===== src/rtl/stream_mux_pkg.sv =====
// stream_mux_pkg: mode encodings, output-register states and the rotated first-set search shared by stream_mux.
package stream_mux_pkg;
  localparam logic MODE_FIXED = 1'b0;
  localparam logic MODE_RR = 1'b1;
  localparam int MAX_W = 6;
  localparam int MAX_CH = 1 << MAX_W;
  typedef enum logic {EMPTY, FULL} ostate_t;
  // Index of the first set bit in req[n-1:0], searching upward from start and wrapping; -1 when none set.
  function automatic int first_set(input logic [MAX_CH-1:0] req, input int start, input int n);
    int r;
    int idx;
    r = -1;
    for (int k = MAX_CH - 1; k >= 0; k--) begin
      if (k < n) begin
        idx = start + k;
        if (idx >= n) idx = idx - n;
        if (req[idx[MAX_W-1:0]]) r = idx;
      end
    end
    return r;
  endfunction
endpackage


===== src/rtl/stream_mux_rr_arbiter.sv =====
// rr_arbiter: round-robin grant over CHANNELS requests; rr_ptr remembers the last channel that transferred.
module rr_arbiter
  import stream_mux_pkg::*;
#(
  parameter int CHANNELS = 4,
  parameter int SEL_W = $clog2(CHANNELS)
) (
  input  logic                clk,
  input  logic                rst_n,
  input  logic [CHANNELS-1:0] req,
  input  logic                advance,
  output logic [CHANNELS-1:0] grant,
  output logic [SEL_W-1:0]    grant_idx,
  output logic                grant_any
);
  logic [SEL_W-1:0] rr_ptr;
  logic [MAX_CH-1:0] req_ext;
  int pick;
  always_comb begin
    req_ext = '0;
    req_ext[CHANNELS-1:0] = req;
    pick = first_set(req_ext, (int'(rr_ptr) == CHANNELS - 1) ? 0 : int'(rr_ptr) + 1, CHANNELS);
    grant_any = pick >= 0;
    grant_idx = grant_any ? SEL_W'(pick) : '0;
    grant = grant_any ? CHANNELS'(1) << grant_idx : '0;
  end
  // Reset to the last channel so channel 0 is searched first.
  always_ff @(posedge clk or negedge rst_n)
    if (!rst_n) rr_ptr <= SEL_W'(CHANNELS - 1);
    else if (advance) rr_ptr <= grant_idx;
endmodule


===== src/rtl/stream_mux.sv =====
// stream_mux: N-channel registered valid/ready multiplexer, fixed select or round-robin (round-robin built only with STREAM_MUX_RR_EN).
module stream_mux
  import stream_mux_pkg::*;
#(
  parameter int WIDTH = 8,
  parameter int CHANNELS = 4,
  localparam int SEL_W = $clog2(CHANNELS)
) (
  input  logic                      clk,
  input  logic                      rst_n,
  input  logic [CHANNELS-1:0]       in_valid,
  input  logic [CHANNELS*WIDTH-1:0] in_data,
  output logic [CHANNELS-1:0]       in_ready,
  input  logic [SEL_W-1:0]          sel,
  input  logic                      rr_mode,
  output logic                      out_valid,
  output logic [WIDTH-1:0]          out_data,
  output logic [SEL_W-1:0]          out_ch,
  input  logic                      out_ready
);
  ostate_t state, state_nx;
  logic can_load, xfer, fx_any, g_any;
  logic [SEL_W-1:0] g_idx;
  logic [CHANNELS-1:0] fx_oh, g_oh;
  logic [(1<<SEL_W)-1:0] v_ext;
  // Widened valid vector so an out-of-range sel simply reads as not valid.
  always_comb begin
    v_ext = '0;
    v_ext[CHANNELS-1:0] = in_valid;
    fx_any = (int'(sel) < CHANNELS) && v_ext[sel];
    fx_oh = fx_any ? CHANNELS'(1) << sel : '0;
  end
`ifdef STREAM_MUX_RR_EN
  logic rr_any;
  logic [SEL_W-1:0] rr_idx;
  logic [CHANNELS-1:0] rr_oh;
  rr_arbiter #(.CHANNELS(CHANNELS), .SEL_W(SEL_W)) u_arb (
    .clk(clk),
    .rst_n(rst_n),
    .req(in_valid),
    .advance(xfer && rr_mode == MODE_RR),
    .grant(rr_oh),
    .grant_idx(rr_idx),
    .grant_any(rr_any)
  );
  assign g_any = rr_mode == MODE_RR ? rr_any : fx_any;
  assign g_idx = rr_mode == MODE_RR ? rr_idx : sel;
  assign g_oh = rr_mode == MODE_RR ? rr_oh : fx_oh;
`else
  logic unused_rr_mode;
  assign unused_rr_mode = rr_mode;
  assign g_any = fx_any;
  assign g_idx = sel;
  assign g_oh = fx_oh;
`endif
  assign can_load = state == EMPTY || out_ready;
  assign in_ready = (rst_n && can_load && g_any) ? g_oh : '0;
  assign xfer = |(in_valid & in_ready);
  assign out_valid = state == FULL;
  always_comb state_nx = xfer ? FULL : (out_ready ? EMPTY : state);
  always_ff @(posedge clk or negedge rst_n)
    if (!rst_n) state <= EMPTY;
    else state <= state_nx;
  // Data and channel only move on an input transfer; draining leaves them as they were.
  always_ff @(posedge clk or negedge rst_n)
    if (!rst_n) begin
      out_data <= '0;
      out_ch <= '0;
    end else if (xfer) begin
      out_data <= in_data[int'(g_idx)*WIDTH +: WIDTH];
      out_ch <= g_idx;
    end
endmodule


===== config.mk =====
export PLATFORM = sky130hd
export DESIGN_NAME = stream_mux
export DESIGN_NICKNAME = d
export VERILOG_FILES = /design/src/rtl/stream_mux_pkg.sv /design/src/rtl/stream_mux_rr_arbiter.sv /design/src/rtl/stream_mux.sv
export SDC_FILE = /design/constraint.sdc
export NUM_CORES = 1
export LEC_CHECK = 0
export CORE_ASPECT_RATIO = 1.1
export CORE_UTILIZATION = 32
export CTS_BUF_LIST = sky130_fd_sc_hd__clkbuf_16
export CTS_CLUSTER_DIAMETER = 40
export CTS_CLUSTER_SIZE = 16
export DETAILED_ROUTE_END_ITERATION = 12
export GPL_ROUTABILITY_DRIVEN = 0
export PLACE_DENSITY = 0.84
export SLEW_MARGIN = 30
export SYNTH_ARGS = -nofsm -noshare
export SYNTH_HDL_FRONTEND = slang
export SYNTH_SLANG_ARGS = --single-unit

===== constraint.sdc =====
create_clock -name clk -period 1.5 [get_ports clk]
set_input_delay 0.225 -clock clk [delete_from_list [all_inputs] [get_ports clk]]
set_output_delay 0.225 -clock clk [all_outputs]
set_load 0.05 [all_outputs]

==> results of run 1 <==
sequential cells by signal, summed over array words and instances (netlist names):
signal     flops
out_data       8
out_ch         2
out_valid      1
final cells by class:
cell class / count / area share
clock buffer: 3 / 0.0458
tap: 28 / 0.0214
timing repair buffer: 72 / 0.435
clock inverter: 1 / 0.00229
sequential: 11 / 0.169
multi-input combinational: 36 / 0.326
layer usage:
metal | GRT usage | routed length [um]
met5 | 0 | 0
met4 | 0.114 | 61
met3 | 0.0451 | 93
met2 | 0.486 | 1590
met1 | 0.256 | 949
how the worst max path moves through the flow:
stage | from | to | slack, ps
final | out_valid$_DFFE_PN0P_ | in_ready[0] | -5
after global routing | out_valid$_DFFE_PN0P_ | in_ready[0] | -50
after CTS | out_valid$_DFFE_PN0P_ | in_ready[0] | -10
after detailed placement | sel[0] | out_data[5]$_DFFE_PN0P_ | -500
after global placement | sel[0] | out_data[5]$_DFFE_PN0P_ | -450
after floorplan | out_valid$_DFFE_PN0P_ | in_ready[0] | -130
worst max-delay path: stages, from the launching register on:
cell and delay, ps:
dfrtp_2 420, nand2b_4 120, nand2_4 60, nor4b_4 270, buf_12 180
through the flow:
| step | cell area, sq um | util | cells |
|---|---|---|---|
| 6_report | 1640 | 0.794 | 151 |
| 3_3_place_gp | 1480 | 0.715 | 141 |
| 2_1_floorplan | 777 | - | 49 |
| 3_5_place_dp | 1480 | 0.715 | 141 |
| 5_1_grt | 1640 | 0.794 | 151 |
| 4_1_cts | 1620 | 0.785 | 149 |
synthesized netlist by cell type, drive strengths merged:
library cell	instances	area (sq um)
dfrtp	11	275
mux2	11	124
mux4	9	206
nand2	5	18.8
buf	3	13.8
nand3	3	27.5
a22o	1	8.76
a31o	1	8.76
nand2b	1	6.26
nor2	1	3.75
nor3	1	5.00
nor3b	1	7.51
nor4b	1	8.76
power groups by stage:
stage,clock (uW),combinational [uW],sequential [uW]
after floorplan,0,180,683
after global placement,0,760,425
after detailed placement,0,780,428
after CTS,480,830,427
after global routing,499,874,433
final,474,836,426
repair_timing:
action                     CTS  global route
setup endpoints to repair   13            13
resized for setup           18             3
setup buffers                3             2
pin swaps                    4             2
gates cloned                 1             0
cells by family after synthesis:
logic type / after synthesis
compound gates: 2
buf+inv: 3
flops: 11
mux: 20
simple gates: 13
==> flow_summary.ini, run 1 <==
[layout]
area_growth_pct = 129
seq_area_sq_um = 277
multi_input_area_sq_um = 534
layout_common_cells = clkdlybuf4s50_1, buf_4, dfrtp_1
drive_gt1_frac = 0.537
num_antenna_cells = 0
fin_nets = 166
layout_commonest_cell = clkdlybuf4s50_1
fillers = 133

[synth]
synth_seq_cells = 11
synthAdderAreaFrac = 0
synth_top_family_by_area = multiplexers
synth_compound_area_frac = 0.0245
syn_nets = 91
seq_area_frac_synth = 0.385
synthXorXnorAreaFrac = 0
synth_warnings = 0
synthMuxAreaShare = 0.462
synth_simple_gate_area_frac = 0.109
netlist_instances = 49
ys_types = 16
syn_area_per_cell_sq_um = 14.6
syn-cell-area_sq_um = 714

[clocking]
clk_pin_slew_ps = 40
numCtsBuffers = 3
clock_latency_ps = 230
cts_tree = yes
ctsHoldBuffers = 0
cts_htree_levels = 1
cts_sinks = 11
clockBufferDepth = 2
cts-root-buf = clkbuf_16

[min_path]
min_path_type = in2async

[timing]
setup_viol = 2
min_period_over_period = 1.00
tightest_slew_ps = 298
min_period_ps = 1500
rsz0062_at_grt = true
fin_skew_ps = 1.52
relSlewSlack = 0.802
fin_setup_tns_ps = -5.72
hold_viol_final = 0
fmax_ghz = 0.665
finalMaxSlewViolations = 0
timing.hold.ws_ps = 249
fin_ws_ps = -4.54

[floorplan]
start_util = 0.346
die_area_sq_um = 2430
ioPinCount = 57
die_w_um = 47.1
die_y_um = 51.6
row_count = 17
core_sq_um = 2060

[setup_path]
reg2reg_from = out_valid$_DFFE_PN0P_
worstPathMaxFanout = 4
worstPathArrival_ps = 1280
crit_path_end_kind = output port
r2r_slack_ps = 190
rr_endpoint = out_ch[0]$_DFFE_PN0P_
worstPathRequired_ps = 1270
start_kind = flop
ff2ff_path_depth = 5
criticalPathCategory = reg2out

[grt]
grt_overflow = 0
grt_pass1_wl_um = 4150
grt_max_degree = 11
antenna_found_initial = 0
grt_use_total = 0.256
grt_pass1_vias = 872

[run_status]
violations = negative setup slack
outcome = complete, but fails checks

[power_and_ir_drop]
p_total_uw = 1740
swShare = 0.359
ir_drop_mv = 0.696
leakage_uw = 0.000713
power.internal_uw = 1110
clkPwrFrac = 0.273
power_density_nw_per_um2 = 1060
combPwrFrac = 0.482
switchingPower_uw = 624
seqPwrFrac = 0.246

[detailed_routing]
num_vias = 782
wl_per_cell_um = 17.9
wl_um = 2700
drtAntennaViolNets = 0
drt_iter0_markers = 6
remaining_drc_errors = 0
drt-vias-per-instance = 5.18
drtPass1Iterations = 4

[place]
port_buffers = 55
pre_cts_slack_ps = -500
place_hpwl_um = 2040

[flow_run]
cap_violations = 0
Power figures use the tool's default switching activity.
==> run 2, diff against run 1 <==
Settings changed: TNS_END_PERCENT set to 5.
==> flow_summary.ini, run 2 (synthesized netlist as in run 1, its figures left out) <==
[clocking]
clock_latency_ps = 240
clockBufferDepth = 2
ctsHoldBuffers = 0
numCtsBuffers = 3
cts_tree = yes
cts-root-buf = clkbuf_16
clk_pin_slew_ps = 40
cts_htree_levels = 1
cts_sinks = 11

[flow_run]
cap_violations = 0

[detailed_routing]
drt-vias-per-instance = 5.01
drt_iter0_markers = 6
num_vias = 741
wl_per_cell_um = 16.4
drtAntennaViolNets = 0
remaining_drc_errors = 0
drtPass1Iterations = 2
wl_um = 2430

[setup_path]
crit_path_end_kind = output port
criticalPathCategory = reg2out
start_kind = flop
worstPathMaxFanout = 4
worstPathRequired_ps = 1270
worstPathArrival_ps = 1300

[grt]
grt_use_total = 0.231
grt_overflow = 0
grt_pass1_wl_um = 3680
grt_pass1_vias = 819
grt_max_degree = 10
antenna_found_initial = 0

[timing]
finalMaxSlewViolations = 0
setup_viol = 2
fin_ws_ps = -29.5
fmax_ghz = 0.654
tightest_slew_ps = 269
fin_skew_ps = 2.26
min_period_over_period = 1.02
rsz0062_at_grt = true
relSlewSlack = 0.820
min_period_ps = 1530
hold_viol_final = 0

[layout]
largest_reg_flops = 8
largest_register = out_data
layout_commonest_cell = clkdlybuf4s50_1
final_cell_area_sq_um = 1600
num_antenna_cells = 0
layout_common_cells = clkdlybuf4s50_1, buf_4, dfrtp_1
utilization = 0.777
fin_nets = 163
drive_gt1_frac = 0.517
fillers = 129
area_growth_pct = 125

[floorplan]
core_sq_um = 2060
row_count = 17
start_util = 0.346
die_y_um = 51.6
ioPinCount = 57
die_w_um = 47.1
die_area_sq_um = 2430

[min_path]
min_path_type = in2async

[power_and_ir_drop]
power_density_nw_per_um2 = 1070
p_total_uw = 1710
ir_drop_mv = 0.772
leakage_uw = 0.000697

[place]
port_buffers = 55
place_area_sq_um = 1460
place_hpwl_um = 1790

[run_status]
violations = negative setup slack
outcome = complete, but fails checks
-- run 2: area by class of cell --
cell class                      instances  area (sq um)  share of cell area
Timing Repair Buffer                   69           692               0.431
Multi-Input combinational cell         36           522               0.325
Clock inverter                          1          3.75             0.00234
Clock buffer                            3          75.1              0.0468
Tap cell                               28          35.0              0.0218
Sequential cell                        11           277               0.172
-- run 2: power breakdown --
group          switching, uW  internal (uW)  total (uW)
logic                    433            374         807
clock network            130            350         480
registers               47.9            374         422
total                    612           1100        1710
-- run 2: final timing paths --
path	start	to	slack, ps	depth (start not counted)
min in group clk	out_data[5]$_DFFE_PN0P_	out_data[5]$_DFFE_PN0P_	500	1
worst min-delay path	rst_n	out_ch[0]$_DFFE_PN0P_	210	2
max in group asynchronous	rst_n	out_valid$_DFFE_PN0P_	950	3
worst max-delay path	out_valid$_DFFE_PN0P_	in_ready[1]	-30	4
worst min register to register	out_data[5]$_DFFE_PN0P_	out_data[5]$_DFFE_PN0P_	500	1
worst max register to register	out_valid$_DFFE_PN0P_	out_data[3]$_DFFE_PN0P_	110	5
-- run 2: through the flow --
stage / setup TNS [ps] / worst slack (ps) / hold WS (ps) / instances
after global routing: -184 / -80.1 / 238 / 148
after floorplan: -462 / -132 / -70.6 / 49
after global placement: -5070 / -454 / 490 / 139
final: -54.6 / -29.5 / 215 / 148
after CTS: -63.7 / -37.0 / 198 / 148
after detailed placement: -5380 / -485 / 497 / 139
-- run 2: what timing repair did --
item	4_1_cts	5_1_grt
gates resized for setup	17	1
setup buffers	4	0
pin swaps	3	1
setup endpoints to repair	13	13
gates cloned	1	0
-- run 2: per-layer routing --
metal  vias to the layer above  GRT usage  routed length [um]
li1                        340          -                   -
met1                       368      0.214                 849
met2                        27      0.431                1400
met3                         6     0.0521                 100
met4                         0      0.143                  85
met5                         -          0                   0
-- run 2: worst max-delay path, cell delays in order (launching register included) --
cell and delay (ps):
dfrtp_2 430, nand2b_4 120, nand3_2 130, nor3b_4 230, buf_12 160
